$ cat src/rtl/keccak_stream_padder.sv
// Streaming Keccak padder: passes message words through and appends DS/0x80 padding up to a rate-block boundary.
// Optional message/block counters are enabled by defining KECCAK_STREAM_PADDER_LEN_CNT_EN.
module keccak_stream_padder #(
  parameter int W          = 64,
  parameter int RATE_WORDS = 21,
  parameter int BW         = $clog2(W/8) + 1
) (
  input  logic          clk,
  input  logic          rst,
  input  logic          start,
  input  logic [1:0]    mode,
  input  logic          in_valid,
  output logic          in_ready,
  input  logic [W-1:0]  in_data,
  input  logic          in_last,
  input  logic [BW-1:0] in_bytes,
  output logic          out_valid,
  input  logic          out_ready,
  output logic [W-1:0]  out_data,
  output logic          out_last_in_block,
  output logic          out_last,
  output logic          busy
`ifdef KECCAK_STREAM_PADDER_LEN_CNT_EN
  , output logic [63:0] msg_len_bytes,
  output logic [15:0]   blk_cnt
`endif
);

  localparam int NB = W / 8;
  localparam int CW = (RATE_WORDS > 1) ? $clog2(RATE_WORDS) : 1;
  localparam logic [BW-1:0] NB_B     = BW'(NB);
  localparam logic [CW-1:0] LAST_CNT = CW'(RATE_WORDS - 1);

  typedef enum logic [1:0] {IDLE, ABSORB, PAD} state_t;

  state_t        state_q, state_d;
  logic [CW-1:0] cnt_q, cnt_d;
  logic [7:0]    ds_q, ds_d;
  logic          pend_q, pend_d;
  logic          out_valid_q, out_valid_d;
  logic [W-1:0]  out_data_q, out_data_d;
  logic          out_last_q, out_last_d;
  logic          out_lib_q, out_lib_d;

  logic          load, accept, blk_end, emit, word_last;
  logic [BW-1:0] nbytes;
  logic [W-1:0]  tail_word, pad_word, word;

  assign load     = !out_valid_q | out_ready;
  assign in_ready = (state_q == ABSORB) & load;
  assign accept   = in_valid & in_ready;
  assign blk_end  = (cnt_q == LAST_CNT);
  assign nbytes   = (in_bytes > NB_B) ? NB_B : in_bytes;
  assign pad_word = {(pend_q ? ds_q : 8'h00), {(W-8){1'b0}}};

  // Final partial word: keep the leading message bytes, put DS right after them, zero the rest.
  for (genvar gi = 0; gi < NB; gi++) begin : g_byte
    assign tail_word[W-1-8*gi -: 8] = (BW'(gi) < nbytes)  ? in_data[W-1-8*gi -: 8] :
                                      (BW'(gi) == nbytes) ? ds_q : 8'h00;
  end

  always_comb begin
    state_d     = state_q;
    cnt_d       = cnt_q;
    ds_d        = ds_q;
    pend_d      = pend_q;
    out_valid_d = out_valid_q;
    out_data_d  = out_data_q;
    out_last_d  = out_last_q;
    out_lib_d   = out_lib_q;
    emit        = 1'b0;
    word        = '0;
    word_last   = 1'b0;
    case (state_q)
      IDLE: begin
        if (start) begin
          state_d = ABSORB;
          cnt_d   = '0;
          case (mode)
            2'b00:   ds_d = 8'h06;
            2'b10:   ds_d = 8'h01;
            default: ds_d = 8'h1F;
          endcase
        end
      end
      ABSORB: begin
        if (accept) begin
          emit = 1'b1;
          if (!in_last) begin
            word = in_data;
          end else if (nbytes == NB_B) begin
            word    = in_data;
            pend_d  = 1'b1;
            state_d = PAD;
          end else begin
            word   = tail_word;
            pend_d = 1'b0;
            if (blk_end) begin
              word_last = 1'b1;
              state_d   = IDLE;
            end else begin
              state_d = PAD;
            end
          end
        end
      end
      PAD: begin
        if (load) begin
          emit   = 1'b1;
          word   = pad_word;
          pend_d = 1'b0;
          if (blk_end) begin
            word_last = 1'b1;
            state_d   = IDLE;
          end
        end
      end
      default: state_d = IDLE;
    endcase
    if (word_last) word[7:0] = word[7:0] | 8'h80;
    if (load) begin
      out_valid_d = emit;
      out_last_d  = word_last;
      out_lib_d   = emit & blk_end;
      if (emit) out_data_d = word;
    end
    if (emit) cnt_d = blk_end ? '0 : cnt_q + CW'(1);
  end

  always_ff @(posedge clk) begin
    if (rst) begin
      state_q     <= IDLE;
      cnt_q       <= '0;
      ds_q        <= '0;
      pend_q      <= 1'b0;
      out_valid_q <= 1'b0;
      out_data_q  <= '0;
      out_last_q  <= 1'b0;
      out_lib_q   <= 1'b0;
    end else begin
      state_q     <= state_d;
      cnt_q       <= cnt_d;
      ds_q        <= ds_d;
      pend_q      <= pend_d;
      out_valid_q <= out_valid_d;
      out_data_q  <= out_data_d;
      out_last_q  <= out_last_d;
      out_lib_q   <= out_lib_d;
    end
  end

  assign out_valid         = out_valid_q;
  assign out_data          = out_data_q;
  assign out_last          = out_last_q;
  assign out_last_in_block = out_lib_q;
  assign busy              = (state_q != IDLE) | out_valid_q;

`ifdef KECCAK_STREAM_PADDER_LEN_CNT_EN
  logic [63:0] len_q;
  logic [15:0] blk_q;

  always_ff @(posedge clk) begin
    if (rst || (state_q == IDLE && start)) begin
      len_q <= '0;
      blk_q <= '0;
    end else begin
      if (accept) len_q <= len_q + (in_last ? 64'(nbytes) : 64'(NB));
      if (emit && blk_end) blk_q <= blk_q + 16'd1;
    end
  end

  assign msg_len_bytes = len_q;
  assign blk_cnt       = blk_q;
`endif

endmodule
$ cat config.mk
export PLATFORM = sky130hd
export DESIGN_NAME = keccak_stream_padder
export DESIGN_NICKNAME = d
export VERILOG_FILES = /design/src/rtl/keccak_stream_padder.sv
export SDC_FILE = /design/constraint.sdc
export NUM_CORES = 1
export LEC_CHECK = 0
export CAP_MARGIN = 20
export CORE_ASPECT_RATIO = 0.9
export CORE_MARGIN = 3
export CORE_UTILIZATION = 43
export CTS_BUF_LIST = sky130_fd_sc_hd__clkbuf_16
export CTS_CLUSTER_SIZE = 12
export DETAILED_ROUTE_END_ITERATION = 8
export MAX_ROUTING_LAYER = met4
export PLACE_DENSITY = 0.81
export SYNTH_ARGS = -nofsm -noshare
export SYNTH_HDL_FRONTEND = slang
export SYNTH_SLANG_ARGS = --single-unit
$ cat constraint.sdc
create_clock -name clk -period 2.35 [get_ports clk]
set_input_delay 0.5875 -clock clk [delete_from_list [all_inputs] [get_ports clk]]
set_output_delay 0.5875 -clock clk [all_outputs]
set_load 0.03 [all_outputs]
---- Word-level counts from Yosys, hierarchy flattened ----
Cells that the tools add are included.
cells by class
  add/subtract/negate cells ............... 1
  $mul .................................... 0
  divide/modulo/power cells ............... 0
  order comparisons ....................... 9
  equal/unequal tests ..................... 17
  shifts and indexed selects .............. 0
  mux-type cells .......................... 50
  bitwise operators ....................... 5
  reduce and logical (&&, ||, !) cells .... 13
operators by type and width
  cell                   number
  $mux W64               3
  $mux W8                18
  $pmux W64 S2           1
  $mux W5                4
  $eq A3 B4 Y1 const A   4
  $lt A3 B4 Y1 const A   4
  $mux W2                7
  $mux W1                11
  $ne A2 B2 Y1 const B   5
  $pmux W5 S2            1
  $eq A2 B4 Y1 const A   2
  $lt A1 B4 Y1 const A   2
  $lt A2 B4 Y1 const A   2
  $reduce_bool A2 Y1     4
  $pmux W1 S2            3
  $pmux W2 S3            1
  $reduce_and A2 Y1      3
  $add A5 B1 Y5 const B  1
  $eq A5 B5 Y1 const B   1
  $reduce_and A5 Y1      1
  $eq A1 B4 Y1 const A   1
  $eq A2 B2 Y1 const B   2
  $eq A4 B4 Y1 const B   1
  $gt A4 B4 Y1 const B   1
  other kinds (8)        12
storage, ports and cells
  register bits after elaboration ......... 83
  latch bits .............................. 0
  RAM bits ................................ 0
  ROM bits ................................ 0
  input port bits ......................... 76
  output and inout bits ................... 69
  word-level logic and storage cells ...... 103
  memories ................................ 0

---- Longest topological paths before layout ----
Gate-level depths: netlist of the first run.
  depth after elaboration ................. 10
  gate-level depth with buffers ........... 9
  mapped depth without buffers ............ 6

---- Worst setup path after synthesis of the first run ----
No wires, ideal clock.
  kind .................................... input to output
  from .................................... in out_ready
  to ...................................... out in_ready
  arrival time ............................ 1.345 ns
  data required time ...................... 1.762 ns
  path slack .............................. 0.418 ns
  stages .................................. 3
  buffers on the path ..................... 1
  cell sequence ........................... nand2b_1 -> clkbuf_1 -> and2_1
between the ends
  cells in the longest elaborated chain, start to end .. 2
ends and longest elaborated chain
  element        line  source
  from (decl)    18    input logic out_ready,
  $or A1 B1 Y1   49    assign load = !out_valid_q | out_ready;
  $and A1 B1 Y1  50    assign in_ready = (state_q == ABSORB) & load;
  to (decl)      13    output logic in_ready,
Every way passes these cells.

---- Worst setup path after layout of the first run ----
Same ends and word-level chain as after synthesis.

==> results of run 1 <==
worst reg2reg max path: stages, from the launching register on:
cell and delay (ns):
dfxtp_1 0.35, inv_1 0.07, ha_1 0.45, inv_1 0.18, nor3_1 0.44, nand4_1 0.26
a31oi_1 0.24
metal layers:
metal	track usage [%]	up-vias	part of all wire, %
met1	31.8	1752	42
met2	39.8	173	47
met4	8.42	0	2.0
met5	-	-	0
met3	8.14	25	8.9
li1	-	1782	-
power by group:
| group | total, mW | switching (mW) | leakage [nW] | internal [mW] |
|---|---|---|---|---|
| clock | 1.45 | 0.602 | 0.153 | 0.847 |
| sequential | 1.42 | 0.0458 | 0.630 | 1.38 |
| combinational | 0.754 | 0.413 | 1.18 | 0.340 |
| total | 3.63 | 1.06 | 1.96 | 2.56 |
cell type report:
type                       instances  area [um2]
tap                               96         120
sequential                        78        1560
multi-input combinational        277        1750
timing repair buffer             176        1670
clock buffer                       9         225
inverter                           9        33.8
fill                             579        2250
clock inverter                     7        85.1
cell usage in the layout (no fill, tap or decap), types with 5 or more instances in the layout:
master / netlist / routed
and3_1: 6 / 6
nand3_1: 19 / 18
o21ai_0: 17 / 17
clkdlybuf4s50_1: 0 / 141
a32oi_1: 13 / 13
buf_4: 0 / 33
nand4_1: 6 / 6
a31oi_1: 9 / 8
inv_1: 9 / 9
ha_1: 5 / 5
a21oi_1: 29 / 29
nor2_1: 37 / 37
dfxtp_1: 78 / 78
a22oi_1: 26 / 26
nand2_1: 40 / 40
clkbuf_16: 0 / 9
a311oi_1: 6 / 6
path summary, 6_finish.rpt:
path | to | slack, ns | from
setup reg to reg | out_data[20] | 0.29 | state_q[0]
hold reg to reg | out_data[2] | 0.45 | out_data[2]
hold / removal | out_data[2] | 0.45 | out_data[2]
setup / recovery | in_ready | 0.15 | out_ready
cells in the mapped netlist, drive strengths merged (9+ instances only):
library cell / n
a21oi: 29
a22oi: 29
clkbuf: 18
o21ai: 21
a32oi: 13
a31oi: 9
nand2: 40
inv: 9
dfxtp: 78
buf: 14
nand3: 19
nor2: 37
registers in the layout, indices dropped and copies added, names as in the netlist:
name               flops
out_valid              1
out_data              64
out_last               1
out_last_in_block      1
cnt_q                  5
ds_q                   3
pend_q                 1
state_q                2
through the flow:
step | worst slack [ns] | util [%] | std cells | power [mW] | hold slack, ns
CTS | 0.154 | 70.8 | 652 | 3.64 | 0.457
floorplan | 0.418 | - | 396 | 1.84 | 0.455
global placement | 0.00346 | 66.8 | 636 | 2.18 | 0.437
finish | 0.147 | 70.8 | 652 | 3.63 | 0.453
global route | 0.108 | 70.8 | 652 | 3.76 | 0.480
detailed placement | -0.0480 | 66.8 | 636 | 2.20 | 0.442
logic make-up (layout without fill, tap and decap cells):
| group | after synthesis | count (layout) |
|---|---|---|
| and+or+nand+nor | 137 | 137 |
| AOI/OAI and AO/OA | 129 | 129 |
| DFF | 78 | 78 |
| buffers and inverters | 41 | 201 |
| muxes | 6 | 6 |
| adders and majority gates | 5 | 5 |
==> impl_metrics.tcl, run 1 <==
set metrics [dict create \
    setup_tns_ns 0 \
    cp_slowest_cell "clkdlybuf4s50_1" \
    synth_xor_area_share_pct 0 \
    drt_wl_total_um 11500 \
    drt_pass1_iterations 5 \
    p_per_area_nw_per_um2 666 \
    htreeDepth 3 \
    grt_max_degree 35 \
    setup_viol 0 \
    post_cts_buffers 0 \
    synth_nets 477 \
    area_delta_synth_final_pct 56.6 \
    required_ns 1.76 \
    synth_top_family_by_area "compound AO/OA/AOI/OAI gates" \
    synthAdderAreaFrac_pct 1.80 \
    path_class "in -> out" \
    finalInstanceArea_um2 5450 \
    cap_viol_max_count 0 \
    gr-total-overflow 0 \
    vias_per_cell 5.72 \
    coreArea_um2 7690 \
    vias 3732 \
    ys_ff_latch 78 \
    die_y_um 91.3 \
    status "completed" \
    cts_buffers 9 \
    ir_worst_vdd_mv 0.477 \
    tightest_slew_ns 0.518 \
    cp.depth 4 \
    ys_types 53 \
    syn_area_um2 3480 \
    syn_area_per_cell_um2 8.78 \
    synthFlopType "dfxtp_1" \
    synth_top_area_share_pct 44.9 \
    ys_warn_count 0 \
    fp.dieW_um 101 \
    drt_iter0_drc 231 \
    slew_headroom_pct 65.4 \
    finalClockSkew_ns 0.00939 \
    antenna_found_initial 0 \
    yosys.area_share.simple_pct 19.6 \
    cts_root_buf "clkbuf_16" \
    critPathMaxFanout 4 \
    path_cells "clkdlybuf4s50_1, nand2b_1, and2_1, buf_4" \
    p_leak_nw 1.96 \
    critPathMaxStageDelay_ns 0.49 \
    io_buffers 144 \
    cp.arrival_ns 1.62 \
    yosysSeqAreaShare_pct 44.9 \
    synth.area.mux_share_pct 1.87 \
    clk_pin_slew_ns 0.06 \
    synth_edf_count 0 \
    crit_path_end_kind "primary output" \
    final.period_utilization_pct 93.8 \
    dieArea_um2 9210 \
    rows 30 \
    rsz0062_at_grt "false" \
    hpwl_um 8640 \
    min_period_ns 2.20 \
    critPathLaunchType "primary input" \
    grt_pass1_vias 3752 \
    place_area_um2 5140 \
    synthArstFlopShare_pct 0 \
    crit_family "buffers and inverters" \
    ant_nets 0 \
    worst-path-buf-inv 2 \
    r2r_cells 6 \
    clock-sinks 78 \
    synth_compound_area_share_pct 26.7 \
    finalHoldViolCount 0 \
    clock_path_buffers 2 \
    ys_top_cells_by_area "dfxtp_1, a22oi_1, nand2_1, a21oi_1, nor2_1" \
    post-route-drc-count 0 \
    gp_congestion 0.873 \
    hold_class "reg -> reg" \
    cts_tree "yes" \
    insertion_delay_ns 0.34 \
    yosysTopAreaCell "dfxtp_1" \
    start_util_pct 45.2 \
    nNetsFinal 632 \
    hold_buffers 0 \
    num_antenna_cells 0 \
    grt_pass1_wl_um 18400 \
    drive_gt1_share_pct 11.9 \
    max_freq_mhz 454 \
    holdPathStages 2 \
    syn_inst 396 \
    drv_slew 0 \
    wire_per_inst_um 17.6 \
    io_pins 145 \
    track_usage_pct 25.7 \
    cts_resized 1 \
]
Note: power is estimated with default switching activity, not from simulation.
==> run 2, diff against run 1 <==
CAP_MARGIN = 10   (was 20)
==> results of run 2 <==
Same layout as run 1: the final DEF is identical, and so are final timing and power.
